$ cat config.mk
export PLATFORM = sky130hd
export DESIGN_NAME = cnn_layer_accel_awe_stride_picker_2d
export DESIGN_NICKNAME = d
export VERILOG_FILES = /design/src/rtl/cnn_layer_accel_awe_stride_picker_2d.sv
export SDC_FILE = /design/constraint.sdc
export NUM_CORES = 1
export LEC_CHECK = 0
export BUFFER_PORTS_ARGS = -buffer_cell sky130_fd_sc_hd__buf_2
export CAP_MARGIN = 20
export CORE_MARGIN = 2
export CORE_UTILIZATION = 47
export DETAILED_ROUTE_END_ITERATION = 6
export PLACE_DENSITY_LB_ADDON = 0.3
export SKIP_LAST_GASP = 1
export SYNTH_ARGS = -nofsm -noshare
export SYNTH_HDL_FRONTEND = slang
export SYNTH_SLANG_ARGS = --single-unit
$ cat constraint.sdc
create_clock -name clk -period 2.9 [get_ports clk]
set_clock_uncertainty 0.1 [all_clocks]
set_input_delay 0.145 -clock clk [delete_from_list [all_inputs] [get_ports clk]]
set_output_delay 0.145 -clock clk [all_outputs]
set_load 0.005 [all_outputs]
$ cat src/rtl/cnn_layer_accel_awe_stride_picker_2d.sv
// Strided 2-D sample picker: keeps every S-th column of every S-th row from a
// raster stream of multi-lane beats, flagging the last kept column of each row.
module cnn_layer_accel_awe_stride_picker_2d #(
    parameter int C_DATA_WIDTH  = 16,
    parameter int C_NUM_LANES   = 4,
    parameter int C_MAX_STRIDE  = 8,
    parameter int C_MAX_ROW_LEN = 1024,
    localparam int CW = $clog2(C_MAX_STRIDE + 1),
    localparam int RW = $clog2(C_MAX_ROW_LEN + 1),
    localparam int DW = C_NUM_LANES * C_DATA_WIDTH
) (
    input  logic          clk,
    input  logic          rst_n,
    input  logic          config_valid,
    input  logic [CW-1:0] stride_size,
    input  logic [RW-1:0] row_len,
    input  logic [DW-1:0] datain,
    input  logic          datain_valid,
    output logic          datain_ready,
    output logic [DW-1:0] dataout,
    output logic          dataout_valid,
    input  logic          dataout_ready,
    output logic          dataout_last
);

    localparam int SUMW = ((CW > RW) ? CW : RW) + 1;

    typedef enum logic {
        IDLE,
        RUN
    } state_t;

    state_t        state;
    state_t        state_next;
    logic [CW-1:0] s_reg;
    logic [CW-1:0] s_cfg;
    logic [CW-1:0] col_phase;
    logic [CW-1:0] row_phase;
    logic [RW-1:0] l_reg;
    logic [RW-1:0] l_cfg;
    logic [RW-1:0] col_cnt;
    logic [SUMW-1:0] col_reach;
    logic          accept;
    logic          keep;
    logic          col_wrap;
    logic          col_phase_wrap;
    logic          row_phase_wrap;
    logic          last_col;

    // Zero means "no decimation"; oversize requests saturate at the build limits.
    always_comb begin
        s_cfg = stride_size;
        if (stride_size == '0) begin
            s_cfg = CW'(1);
        end else if (stride_size > CW'(C_MAX_STRIDE)) begin
            s_cfg = CW'(C_MAX_STRIDE);
        end
        l_cfg = row_len;
        if (row_len == '0) begin
            l_cfg = RW'(1);
        end else if (row_len > RW'(C_MAX_ROW_LEN)) begin
            l_cfg = RW'(C_MAX_ROW_LEN);
        end
    end

    always_comb begin
        state_next   = state;
        datain_ready = 1'b0;
        if (config_valid) begin
            state_next = RUN;
        end
        if (state == RUN) begin
            datain_ready = !dataout_valid || dataout_ready;
        end
    end

    always_ff @(posedge clk or negedge rst_n) begin
        if (!rst_n) begin
            state <= IDLE;
        end else begin
            state <= state_next;
        end
    end

    // A beat arriving alongside a reconfiguration is swallowed, not counted.
    assign accept         = datain_valid && datain_ready && !config_valid;
    assign keep           = (col_phase == '0) && (row_phase == '0);
    assign col_wrap       = (col_cnt == l_reg - RW'(1));
    assign col_phase_wrap = (col_phase == s_reg - CW'(1));
    assign row_phase_wrap = (row_phase == s_reg - CW'(1));
    assign col_reach      = SUMW'(col_cnt) + SUMW'(s_reg);
    assign last_col       = (col_reach >= SUMW'(l_reg));

    always_ff @(posedge clk or negedge rst_n) begin
        if (!rst_n) begin
            s_reg     <= CW'(1);
            l_reg     <= RW'(1);
            col_cnt   <= '0;
            col_phase <= '0;
            row_phase <= '0;
        end else if (config_valid) begin
            s_reg     <= s_cfg;
            l_reg     <= l_cfg;
            col_cnt   <= '0;
            col_phase <= '0;
            row_phase <= '0;
        end else if (accept) begin
            if (col_wrap) begin
                col_cnt   <= '0;
                col_phase <= '0;
                row_phase <= row_phase_wrap ? '0 : row_phase + CW'(1);
            end else begin
                col_cnt   <= col_cnt + RW'(1);
                col_phase <= col_phase_wrap ? '0 : col_phase + CW'(1);
            end
        end
    end

    // Output register is independent of config so a held beat survives reconfiguration.
    always_ff @(posedge clk or negedge rst_n) begin
        if (!rst_n) begin
            dataout       <= '0;
            dataout_last  <= 1'b0;
            dataout_valid <= 1'b0;
        end else if (accept && keep) begin
            dataout       <= datain;
            dataout_last  <= last_col;
            dataout_valid <= 1'b1;
        end else if (dataout_ready) begin
            dataout_valid <= 1'b0;
        end
    end

endmodule

Word level (Yosys, flattened, before mapping)
Cells that the tools add are included.
{ "op_classes": {"addsub": 6, "magnitude_cmp": 3, "n_eq_ne": 3, "mux": 18, "n_reduce_logical": 15} }
{ "ops": {"columns": ["operator", "count"], "rows": [
  ["$mux 11", 5],
  ["$mux 4", 10],
  ["$add 11x4->12", 1],
  ["$ge 12x11->1", 1],
  ["$logic_not 4->1", 3],
  ["$add 11x1->11 const B", 1],
  ["$eq 11x11->1", 1],
  ["$gt 11x11->1 const B", 1],
  ["$logic_not 11->1", 1],
  ["$sub 11x1->11 const B", 1],
  ["$add 4x1->4 const B", 2],
  ["$eq 4x4->1", 2],
  ["$reduce_bool 2->1", 3],
  ["$gt 4x4->1 const B", 1],
  ["$logic_and 1x1->1", 4],
  ["$sub 4x1->4 const B", 1],
  ["$mux 1", 3],
  ["$logic_not 1->1", 2],
  ["$reduce_and 2->1", 1],
  ["$logic_or 1x1->1", 1]
]} }
{ "totals": {"ff_bits": 101, "inputBits": 84, "output_inout_bits": 67} }

Longest topological paths before layout
Gate-level depths: netlist of the first run.
{ "logic_depth": {"depth_word": 7, "ltp_mapped": 14} }

Worst setup path before layout of the first run
No wires, ideal clock.
{ "synth_timing": {"kind": "reg2reg", "startpoint": "register col_cnt[0]", "endpoint": "register dataout_last", "arrival_ps": 2562, "setup_slack_ps": 117, "path_stages_with_launch": 14, "path_cell_list": "dfrtp_1 -> ha_1 -> fa_1 -> a21o_1 -> a21oi_1 -> or2_2 -> nor2_1 -> xor2_1 -> ha_1 -> o21a_1 -> o21a_1 -> o21ai_0 -> a31oi_1 -> o22a_1"} }
{ "synth_via": {"elab_chain_len": 2} }
{ "synth_lines": {"columns": ["item", "line", "rtl"], "rows": [
  ["from (decl)", "41", "logic [RW-1:0] col_cnt;"],
  ["from (signal assigned)", "113", "col_cnt <= col_cnt + RW'(1);"],
  ["$add 11x4->12", "91", "assign col_reach = SUMW'(col_cnt) + SUMW'(s_reg);"],
  ["$ge 12x11->1", "92", "assign last_col = (col_reach >= SUMW'(l_reg));"],
  ["to (signal assigned)", "127", "dataout_last <= last_col;"],
  ["to (decl)", "23", "output logic dataout_last"]
]} }
Every way passes these cells.
A chain may end at the register's enable or synchronous reset.

Worst setup path in the final report of the first run
Ends and elaborated chain as after synthesis.

==> results.ini, run 1 <==
[placed_design]
globalplace.congestion=0.885
hpwl_um=8640
portBuffers=150

[synthesis]
yosysTopAreaCell=dfrtp_1
ys_seq_area_frac=0.489
async_flop_share=1.00
ys_seq_elements=101
syn_nets=574
yosys_warnings=0
syn_inst=467
syn_avg_cell_area_um2=11.1
yosysMostFrequentCell=dfrtp_1
yosys.cell_types.count=56
synth-edff-count=0
synth.top_cell.area_share=0.478
synth_top_flop_cell=dfrtp_1
synth_area_leaders=dfrtp_1, mux2_2, ha_1, xor2_1, nand2_1
synth_common_cells=dfrtp_1, mux2_2, nand2_1
syn-cell-area_um2=5180

[clocking]
cts_tree=done
cts_buffer_depth=2
clock_latency_ns=0.37
cts_root_buffer=clkbuf_8
cts_inserted_buffers=9
path_clk_slew_ns=0.10
h-tree-depth=3
cts.sinks=101

[route]
vias=4459
ant_nets=0
post_drt_wl_per_cell_um=16.2
via_per_inst=5.28
drc=0
first_pass_iters=4
dr.first_iter.drc_count=293
finalWirelength_um=13700

[power_and_ir_drop]
p_leak_nw=3.37
powerDensity_nw_per_um2=560
ir_drop_mv=0.463

[timing]
min_period_ns=2.79
hold_viol=0
fin_hold_ws_ns=0.0330
drv_slew=0
clock.fmax_ghz=0.359
finalSetupTns_ns=0
period_share=0.961
slew_headroom=0.443
setup_violations=0
worstMarginPinSlew_ns=0.835

[worst_setup_path]
endpoint_kind=flip-flop
crit_required_ns=3.07
arrival_ns=2.96
worstSetupStartpointType=flip-flop
critPathKind=reg -> reg
path_max_fanout=3

[run]
cap_violations=0

[finish]
largest_reg_flops=64
insertedDiodeCount=0
syn2layout_area_growth_pct=39.3
drive_above_1_share=0.367
fin_nets=809

[outcome]
outcome=finished, final reports clean

[global_routing]
grt_max_degree=65
grt_pass1_wl_um=21900
grt_usage=0.237
overflow=0
antenna_found_initial=0
grt_pass1_vias=4635

[floorplanning]
initial_core_util=0.480
rows=38
die_y_um=109
die-area_um2=11900
dieWidth_um=109
core_area_um2=10800
ios=151

[hold_path]
min_path_type=in -> reg

## metrics by stage
| stage | power (mW) | setup slack (ns) | utilization | std cells | instance area [um^2] |
|---|---|---|---|---|---|
| floorplan | 2.49 | 0.117 | - | 467 | 5180 |
| global placement | 2.98 | 0.0669 | 0.567 | 744 | 6120 |
| detailed placement | 3.03 | 0.0144 | 0.567 | 744 | 6120 |
| CTS | 4.04 | 0.000268 | 0.663 | 843 | 7150 |
| global route | 4.27 | -0.00297 | 0.669 | 845 | 7220 |
| finish | 4.04 | 0.114 | 0.669 | 845 | 7220 |
## where the power goes
part	internal [mW]	switching, mW
combinational	0.688	0.508
clock	0.418	0.489
sequential	1.74	0.196
total	2.85	1.19
## path summary, 6_finish.rpt
check | endpoint | cells past startpoint | from | slack [ns]
setup / recovery | dataout_last | 13 | col_cnt[0] | 0.11
hold / removal | l_reg[10] | 3 | row_len[10] | 0.03
setup reg to reg | dataout_last | 13 | col_cnt[0] | 0.11
hold reg to reg | state | 1 | state | 0.39
max in group asynchronous | dataout[20] | 3 | rst_n | 1.71
min in group asynchronous | col_cnt[0] | 2 | rst_n | 0.31
## layout make-up
| type | count | area [um^2] |
|---|---|---|
| well taps | 140 | 175 |
| multi-input cells | 320 | 2510 |
| inverters | 22 | 82.6 |
| repair buffers | 248 | 1730 |
| clock inverters | 3 | 46.3 |
| flip-flops and latches | 101 | 2530 |
| fillers | 817 | 3580 |
| clock buffers | 11 | 141 |
## layer usage
layer,track usage,part of all wire,routed length (um)
met5,0,0,0
met2,0.414,0.52,7170
met1,0.293,0.41,5630
met3,0.0508,0.051,696
met4,0.0723,0.012,163
## layout by cell type (no fill, tap or decap), drive strengths merged, types with 4 or more instances in the layout
cell type	instances
buf	163
dfrtp	99
dlygate4sd3	85
mux2	66
nand2	35
inv	22
ha	22
xor2	18
a21oi	18
o21ai	17
nand3	16
nor2	14
nor3	14
xnor2	11
clkbuf	11
and3	7
nor4	7
o22ai	7
nand4	7
nand2b	6
a31oi	6
a21o	4
o211ai	4
## worst max-delay path: stages (launching register included)
cell,delay [ns]
dfrtp_1,0.42
ha_4,0.18
fa_2,0.35
a21o_1,0.21
a21oi_2,0.14
or2_4,0.16
nor2_2,0.04
xor2_1,0.15
ha_1,0.31
o21a_1,0.11
o21a_1,0.16
o21ai_1,0.13
a31oi_1,0.05
o22a_1,0.16
## what timing repair did
item | CTS | global route
buffers inserted | 0 | 2
setup endpoints to repair | 0 | 5
hold buffers | 85 | 0
hold endpoints to repair | 139 | 0
resized for setup | 0 | 12
## cells by family (layout without fill, tap and decap cells)
group           count (synthesis)  in the layout  synth area share
xor+xnor                       29             29            0.0490
compound gates                 73             73            0.0894
simple gates                  128            128             0.135
fa+ha+maj                      23             23            0.0570
buf+inv                        46            284            0.0360
flops                         101            101             0.489
mux                            67             67             0.145
Power figures use the tool's default switching activity.
==> run 2: changes to the inputs <==
--- a/config.mk
+++ b/config.mk
@@ -9,6 +9,7 @@
 export CAP_MARGIN = 20
 export CORE_MARGIN = 2
 export CORE_UTILIZATION = 47
+export CTS_BUF_LIST = sky130_fd_sc_hd__clkbuf_8 sky130_fd_sc_hd__clkbuf_16
 export DETAILED_ROUTE_END_ITERATION = 6
 export PLACE_DENSITY_LB_ADDON = 0.3
 export SKIP_LAST_GASP = 1
==> run 2 against run 1 <==
Sequential power barely moved. First-iteration DRC count fell by 6.1%. Clock power barely moved. Die area did not move. Cell count did not move. Flip-flop and latch count did not move. Via count barely moved. Register-to-register slack barely moved. Critical path type unchanged. Highest routed layer unchanged.
==> results.ini, run 2 (synthesis results as in run 1) <==
[finish]
fin_nets=809  ; unchanged
final_cell_mix=buf_2, dfrtp_1, dlygate4sd3_1
final_common_cell=buf_2
final_area_um2=7220  ; unchanged
drive_above_1_share=0.367  ; unchanged
syn2layout_area_growth_pct=39.3  ; unchanged
fin_util=0.669  ; unchanged
finalNonFillerCells=845  ; unchanged
largest_reg_flops=64  ; unchanged
insertedDiodeCount=0  ; unchanged

[outcome]
outcome=finished, final reports clean

[clocking]
cts_root_buffer=clkbuf_8
path_clk_slew_ns=0.10  ; about the same
h-tree-depth=3  ; unchanged
cts_inserted_buffers=9  ; unchanged
clock_latency_ns=0.37  ; about the same
cts_buffer_depth=2  ; unchanged
cts_tree=done
cts.sinks=101  ; unchanged

[floorplanning]
dieWidth_um=109  ; unchanged
core_area_um2=10800  ; unchanged
rows=38  ; unchanged
die_y_um=109  ; unchanged
die-area_um2=11900  ; unchanged
initial_core_util=0.480  ; unchanged
ios=151  ; unchanged

[route]
post_drt_wl_per_cell_um=16.1  ; -0.18%
ant_nets=0  ; unchanged
finalWirelength_um=13600  ; -0.18%
first_pass_iters=4  ; unchanged
dr.first_iter.drc_count=275  ; -6.1%
via_per_inst=5.28  ; about the same
drc=0  ; unchanged
vias=4458  ; -0.022%

[timing]
finalSetupTns_ns=0  ; unchanged
min_period_ns=2.78  ; -0.00986 ns
setup_violations=0  ; unchanged
slew_headroom=0.445  ; +0.00160
period_share=0.957  ; -0.00340
worstMarginPinSlew_ns=0.833  ; -0.00240 ns
worst_slack_ns=0.123  ; +0.00986 ns
fin_hold_ws_ns=0.0273  ; -0.00569 ns
drv_slew=0  ; unchanged
hold_viol=0  ; unchanged
clock.fmax_ghz=0.360  ; +0.36%

[hold_path]
min_path_type=in -> reg
min_from=row_len[10]

[global_routing]
overflow=0  ; unchanged
grt_max_degree=65  ; unchanged
grt_pass1_vias=4635  ; unchanged
grt_pass1_wl_um=21900  ; unchanged
antenna_found_initial=0  ; unchanged
grt_usage=0.237  ; unchanged

[worst_setup_path]
endpoint_kind=flip-flop
critPathKind=reg -> reg
path_max_fanout=3  ; unchanged
worstSetupStartpointType=flip-flop
path_buf_inv=0  ; unchanged
crit_top_cell=o21a_1
path_cells=ha_4 -> fa_2 -> a21o_1 -> a21oi_2 -> or2_4 -> nor2_2 -> xor2_1 -> ha_1 -> o21a_1 -> o21a_1 -> o21ai_1 -> a31oi_1 -> o22a_1
max_stage_delay_ns=0.42  ; about the same
arrival_ns=2.95  ; about the same
reg2reg_slack_ns=0.12  ; about the same
startpoint=col_cnt[0]
worst_path_max_delay_cell=dfrtp_1
crit_required_ns=3.07  ; about the same
r2r-start=col_cnt[0]
critical_path.top_delay_family=compound AO/OA/AOI/OAI gates

[run]
cap_violations=0  ; unchanged

[power_and_ir_drop]
p_leak_nw=3.38  ; +0.12%
powerDensity_nw_per_um2=559  ; -0.11%
power_mw=4.03  ; -0.11%
ir_drop_mv=0.464  ; +0.30%

[placed_design]
globalplace.congestion=0.885  ; unchanged
hpwl_um=8640  ; unchanged
dp_slack_ns=0.0144  ; unchanged
portBuffers=150  ; unchanged
dp_cells=744  ; unchanged
dpl-instance-area_um2=6120  ; unchanged

==> run 2: cell count changes in the layout (fill, tap and decap cells not counted), sizes merged <==
cell | previous run | this run
clkbuf | 11 | 10
inv | 22 | 23
==> run 2: tightest hold or removal path: stages <==
cell and delay [ns]:
buf_2 0.16, nand2_1 0.08, o21ai_0 0.07
==> run 2: layout make-up <==
| cell class | instances | area (um^2) |
|---|---|---|
| fillers | 817 | 3580 |
| flip-flops and latches | 101 | 2530 |
| multi-input cells | 320 | 2510 |
| repair buffers | 248 | 1730 |
| well taps | 140 | 175 |
| clock buffers | 10 | 138 |
| inverters | 22 | 82.6 |
| clock inverters | 4 | 50.0 |
==> run 2: worst paths after layout <==
check | to | cells after the start
min in group asynchronous | col_cnt[0] | 2
setup / recovery | dataout_last | 13
max in group asynchronous | dataout[60] | 3
setup reg to reg | dataout_last | 13
hold reg to reg | state | 1
hold / removal | l_reg[10] | 3
==> run 2: timing repair <==
item,in CTS,in global routing
resized for setup,0,12
hold buffers,85,0
hold endpoints to repair,139,0
endpoints found under the setup margin,0,5
buffers inserted,0,2
==> run 2: power breakdown <==
group	internal, mW	total (mW)	leakage, nW	switching [mW]
Clock	0.414	0.904	0.0960	0.490
Sequential	1.74	1.94	1.24	0.195
Combinational	0.688	1.19	2.04	0.507
==> run 2: layer usage <==
| metal | track usage | vias up | routed length (um) |
|---|---|---|---|
| met5 | 0 | - | 0 |
| met4 | 0.0723 | 0 | 203 |
| met3 | 0.0508 | 18 | 748 |
| met2 | 0.414 | 159 | 7190 |
| met1 | 0.293 | 2148 | 5510 |
| li1 | - | 2133 | - |
